<file path="config.mk">
export PLATFORM = sky130hd
export DESIGN_NAME = banco_registro_param
export DESIGN_NICKNAME = d
export VERILOG_FILES = /design/src/rtl/banco_pkg.sv /design/src/rtl/banco_read_port.sv /design/src/rtl/banco_registro_param.sv
export SDC_FILE = /design/constraint.sdc
export NUM_CORES = 1
export LEC_CHECK = 0
export ABC_AREA = 0
export BUFFER_PORTS_ARGS = -buffer_cell sky130_fd_sc_hd__buf_4
export CORE_ASPECT_RATIO = 0.75
export CORE_MARGIN = 8
export CORE_UTILIZATION = 49
export CTS_BUF_LIST = sky130_fd_sc_hd__clkbuf_8
export DETAILED_ROUTE_END_ITERATION = 10
export GPL_TIMING_DRIVEN = 0
export PLACE_DENSITY = 0.75
export SLEW_MARGIN = 5
export SYNTH_ARGS = -nofsm -noshare
export SYNTH_HDL_FRONTEND = slang
export SYNTH_SLANG_ARGS = --single-unit
</file>
<file path="constraint.sdc">
create_clock -name clk -period 1.83 [get_ports clk]
set_clock_uncertainty 0.2 [all_clocks]
set_input_delay 0.0915 -clock clk [delete_from_list [all_inputs] [get_ports clk]]
set_output_delay 0.0915 -clock clk [all_outputs]
set_load 0.02 [all_outputs]
</file>
<file path="src/rtl/banco_pkg.sv">
// Shared types and defaults for the parametrised register bank.
// Imported by the bank top level and its read ports.
package banco_pkg;

    typedef enum logic {IDLE, CLEAR} banco_state_t;

    localparam int W_DEF = 8;
    localparam int A_DEF = 4;

endpackage

</file>
<file path="src/rtl/banco_read_port.sv">
// One registered read port: zero for x0, forward the committing write,
// report zero for the word the sweep is clearing, else read storage.
module banco_read_port
    import banco_pkg::*;
#(
    parameter int W = W_DEF,
    parameter int A = A_DEF
) (
    input  logic                       clk,
    input  logic                       rst,
    input  logic [A-1:0]               addr_i,
    input  logic                       wr_en_i,
    input  logic [A-1:0]               wr_addr_i,
    input  logic [W-1:0]               wr_data_i,
    input  logic                       clr_en_i,
    input  logic [A-1:0]               clr_addr_i,
    input  logic [(1<<A)-1:0][W-1:0]   bank_i,
    output logic [W-1:0]               data_o
);

    logic [W-1:0] data_d;
    logic [W-1:0] data_q;

    always_comb begin
        data_d = '0;
        if (addr_i == '0) begin
            data_d = '0;
        end else if (wr_en_i && wr_addr_i == addr_i) begin
            data_d = wr_data_i;
        end else if (clr_en_i && clr_addr_i == addr_i) begin
            data_d = '0;
        end else begin
            data_d = bank_i[addr_i];
        end
    end

    always_ff @(posedge clk) begin
        if (rst) begin
            data_q <= '0;
        end else begin
            data_q <= data_d;
        end
    end

    assign data_o = data_q;

endmodule

</file>
<file path="src/rtl/banco_registro_param.sv">
// 2^A x W register bank, x0 hardwired to zero, two registered read
// ports and a one-word-per-cycle clear sweep.
module banco_registro_param
    import banco_pkg::*;
#(
    parameter int W = W_DEF,
    parameter int A = A_DEF
) (
    input  logic         clk,
    input  logic         rst,
    input  logic         we,
    input  logic [A-1:0] addr_rd,
    input  logic [W-1:0] data_in,
    input  logic [A-1:0] addr_rs1,
    input  logic [A-1:0] addr_rs2,
    input  logic         clr,
    output logic [W-1:0] rs1,
    output logic [W-1:0] rs2,
    output logic         busy
);

    localparam int DEPTH = 1 << A;
    localparam logic [A-1:0] LAST = {A{1'b1}};

    banco_state_t state_q, state_d;
    logic [A-1:0] ptr_q, ptr_d;
    logic [DEPTH-1:0][W-1:0] bank_q;
    logic wr_en;
    logic clr_en;

    // clr has priority over a same-cycle write; writes in CLEAR are lost
    assign wr_en = we && (state_q == IDLE) && !clr
                   && (addr_rd != '0);

    always_ff @(posedge clk) begin
        if (rst) begin
            state_q <= IDLE;
            ptr_q   <= '0;
        end else begin
            state_q <= state_d;
            ptr_q   <= ptr_d;
        end
    end

    always_comb begin
        state_d = state_q;
        ptr_d   = ptr_q;
        case (state_q)
            IDLE: begin
                if (clr) begin
                    state_d = CLEAR;
                    ptr_d   = A'(1);
                end
            end
            CLEAR: begin
                if (ptr_q == LAST) begin
                    state_d = IDLE;
                end else begin
                    ptr_d = ptr_q + A'(1);
                end
            end
            default: state_d = IDLE;
        endcase
    end

    always_comb begin
        busy   = (state_q == CLEAR);
        clr_en = (state_q == CLEAR);
    end

    // entry 0 is never targeted: wr_en excludes it and ptr starts at 1
    always_ff @(posedge clk) begin
        if (rst) begin
            bank_q <= '0;
        end else begin
            if (wr_en) begin
                bank_q[addr_rd] <= data_in;
            end
            if (clr_en) begin
                bank_q[ptr_q] <= '0;
            end
        end
    end

    banco_read_port #(.W(W), .A(A)) u_rp1 (
        .clk        (clk),
        .rst        (rst),
        .addr_i     (addr_rs1),
        .wr_en_i    (wr_en),
        .wr_addr_i  (addr_rd),
        .wr_data_i  (data_in),
        .clr_en_i   (clr_en),
        .clr_addr_i (ptr_q),
        .bank_i     (bank_q),
        .data_o     (rs1)
    );

    banco_read_port #(.W(W), .A(A)) u_rp2 (
        .clk        (clk),
        .rst        (rst),
        .addr_i     (addr_rs2),
        .wr_en_i    (wr_en),
        .wr_addr_i  (addr_rd),
        .wr_data_i  (data_in),
        .clr_en_i   (clr_en),
        .clr_addr_i (ptr_q),
        .bank_i     (bank_q),
        .data_o     (rs2)
    );

endmodule

</file>
==> flow_summary.ini <==
[pwr]
intPower_w = 0.00471
ir_drop_uv = 403
power_density_mw_per_mm2 = 721
switching_share = 0.305
power.switching_w = 0.00206
p_clk_frac = 0.377
p_seq_frac = 0.487
p_comb_frac = 0.136
power_leakage_nw = 3.36

[yosys]
ys_seq_area_frac = 0.377
synth-edff-count = 0
yosys_warnings = 0
async_flop_share = 0
yosysTopAreaCellShare = 0.377
syn_nets = 833
synth.distinct_cells = 51
syn_area_mm2 = 0.00792
yosys.area.top_type = dfxtp_1
synthFlopType = dfxtp_1
synth_area_leaders = dfxtp_1 38%, mux4_2 13%, mux2i_1 11%, a21oi_1 4.1%, nand3_1 4.1%
synth_seq_cells = 149
avgSynthCellArea_um2 = 9.83
syn_inst = 805

[layout]
final_common_cell = dfxtp_1
area_delta_synth_final_pct = 18.6
antennaDiodeCount = 0
final_cells = 1099
layout_common_cells = 144 x dfxtp_1, 82 x mux2i_1, 76 x nand2_1, 64 x nor2_1, 64 x nand3_1
drive_above_1_share = 0.269
finalNetCount = 904
final_area_mm2 = 0.00939

[global_route]
antenna_found_initial = 0
use_met3 = 0.104
use_met1 = 0.339
grt_most_used_layer = met2
grt_pass1_wl_um = 39800
met2_usage = 0.357
grtUsageTotal = 0.256
grt_pass1_vias = 6731
grt_max_degree = 17
grt-ovfl-total = 0

[cts]
cts_buffers = 17
cts_max_path_buffers = 2
clkSinkCount = 149
cts_root_buffer = clkbuf_8
clk_pin_slew_ns = 0.09
cts_tree = yes
clock_latency_ns = 0.49
htreeDepth = 4

[run]
cap_violations = 0

[setup_path]
cp_num_cells = 7
startpoint_type = register
crit_buf_inv = 2
cp_common_cell = nor3b_4
cpPeakStageDelay_ns = 0.37
reg2reg_depth = 7
critPathMaxFanout = 8
crit_path_top_delay_cell = dfxtp_4
critPathTopFamily = simple AND/OR/NAND/NOR gates
endpoint_kind = register
r2r_slack_ns = -0.06
r2r-start = busy$_SDFF_PP0_
path_cells = nor3b_4 > buf_6 > nor3b_4 > buf_12 > nand3_4 > mux2i_1 > nor2_1
crit_required_ns = 1.98
crit_type = reg2reg
r2r_end = bank_q[97]$_SDFF_PP0_
crit_path_end = bank_q[97]$_SDFF_PP0_
critPathArrivalTime_ns = 2.04
cp-startpoint = busy$_SDFF_PP0_

[min_path]
hold_start = addr_rd[0]
worstHoldPathType = in2reg

[sta]
period_needed_ns = 1.89
max_freq_ghz = 0.529
finalSetupViolations = 30
relSlewSlack = 0.432
finalHoldViolations = 0
post-route-period-util = 1.03
worst_slack_ns = -0.0586
worst-slew-pin-transition_ns = 0.848
rsz0062_at_grt = yes
drv_slew = 0

[die]
die_y_um = 126
start_util = 0.497
pin_count = 41
die_area_mm2 = 0.0205
chipWidth_um = 163
core_mm2 = 0.0159
row_count = 40

[place]
dp_cells = 1042
dp_hpwl_um = 18300
place_congestion = 0.961
placed_area_mm2 = 0.00841
port-buffer-count = 27

[run_status]
violations = setup timing
status = complete, but fails checks

[drt]
wl_um = 26700
drt_iter0_markers = 1116
num_vias = 7159
antenna_left = 0
dr.pass1.iters = 6
wire_per_inst_um = 24.3
drc_errors = 0
viasPerCell = 6.51
==> cell families after synthesis <==
logic type,share of synthesized area
compound gates,0.123
simple gates,0.166
mux,0.265
fa+ha+maj,0.00632
flops,0.377
buf+inv,0.0454
xor+xnor,0.0177
==> metal layers <==
layer,up-vias,wire length (µm)
met4,0,930
met1,3489,10700
met3,71,3900
met2,508,11200
met5,-,0
li1,3091,-
==> worst register-to-register path: stages (launching register included) <==
cell and delay (ns):
dfxtp_4 0.37, nor3b_4 0.20, buf_6 0.14, nor3b_4 0.21, buf_12 0.16, nand3_4 0.21, mux2i_1 0.23, nor2_1 0.06
==> how the worst min path moves through the flow <==
stage / to / slack (ns) / cells past startpoint
2_1_floorplan: busy$_SDFF_PP0_ / 0.007 / 2
5_1_grt: bank_q[64]$_SDFF_PP0_ / 0.11 / 6
3_5_place_dp: busy$_SDFF_PP0_ / 0.16 / 3
6_report: bank_q[90]$_SDFF_PP0_ / 0.07 / 5
4_1_cts: bank_q[110]$_SDFF_PP0_ / 0.05 / 5
3_3_place_gp: busy$_SDFF_PP0_ / 0.19 / 3
==> registers in the layout, indices dropped and copies added (netlist names) <==
register      cells
u_rp1.data_o      8
ptr_q             4
u_rp2.data_o      8
busy              1
bank_q          128
==> synth_stat cells, types with 3 or more instances <==
library cell  instances
ha_1                  4
o22ai_1              22
xor2_1                6
nor2b_1              16
nand2b_1              3
a32o_1                7
mux2_2               17
o21bai_1             12
a21oi_1              65
xnor2_1              10
buf_4                10
clkbuf_1             32
mux4_2               47
mux2i_1              85
nand2_1              84
dfxtp_1             149
a221o_1               7
a22o_1                8
nor2_2                5
nor2_1               64
buf_2                23
buf_1                 3
and2_1                8
nand3_1              65
nor3_1                3
o21ai_0               7
a31o_2                4
and3_1                3
nand4_1               4
==> layout make-up <==
cell class | count | area [µm²]
Clock buffer | 17 | 234
Buffer | 66 | 383
Fill cell | 1365 | 6530
Clock inverter | 15 | 145
Inverter | 4 | 15.0
Multi-Input combinational cell | 582 | 4840
Tap cell | 210 | 263
Timing Repair Buffer | 56 | 512
Sequential cell | 149 | 2990
==> per-stage QoR <==
stage	setup TNS [ns]	utilization	hold slack, ns	setup slack [ns]	total power (W)
after floorplan	-3.57	-	0.00719	-0.0993	0.00388
after global routing	-2.70	0.590	0.113	-0.140	0.00692
after global placement	-42.05	0.528	0.185	-0.550	0.00415
after CTS	-0.693	0.579	0.0451	-0.0406	0.00668
after detailed placement	-45.20	0.528	0.157	-0.541	0.00416
final	-0.801	0.590	0.0745	-0.0586	0.00677
==> power groups by stage <==
| stage | clock (W) | combinational [W] | sequential [W] |
|---|---|---|---|
| after floorplan | 0 | 0.000494 | 0.00339 |
| after global placement | 0 | 0.000780 | 0.00337 |
| after detailed placement | 0 | 0.000787 | 0.00337 |
| after CTS | 0.00252 | 0.000861 | 0.00330 |
| after global routing | 0.00267 | 0.000947 | 0.00330 |
| final | 0.00255 | 0.000918 | 0.00330 |
==> repair_timing <==
item                       CTS  global route
setup endpoints to repair  146           136
gates resized for setup     44            45
setup buffers               12             6
pin swaps                    9            11
hold endpoints to repair    58             0
hold buffers                12             0
No activity file was read; power rests on OpenSTA's default activity.
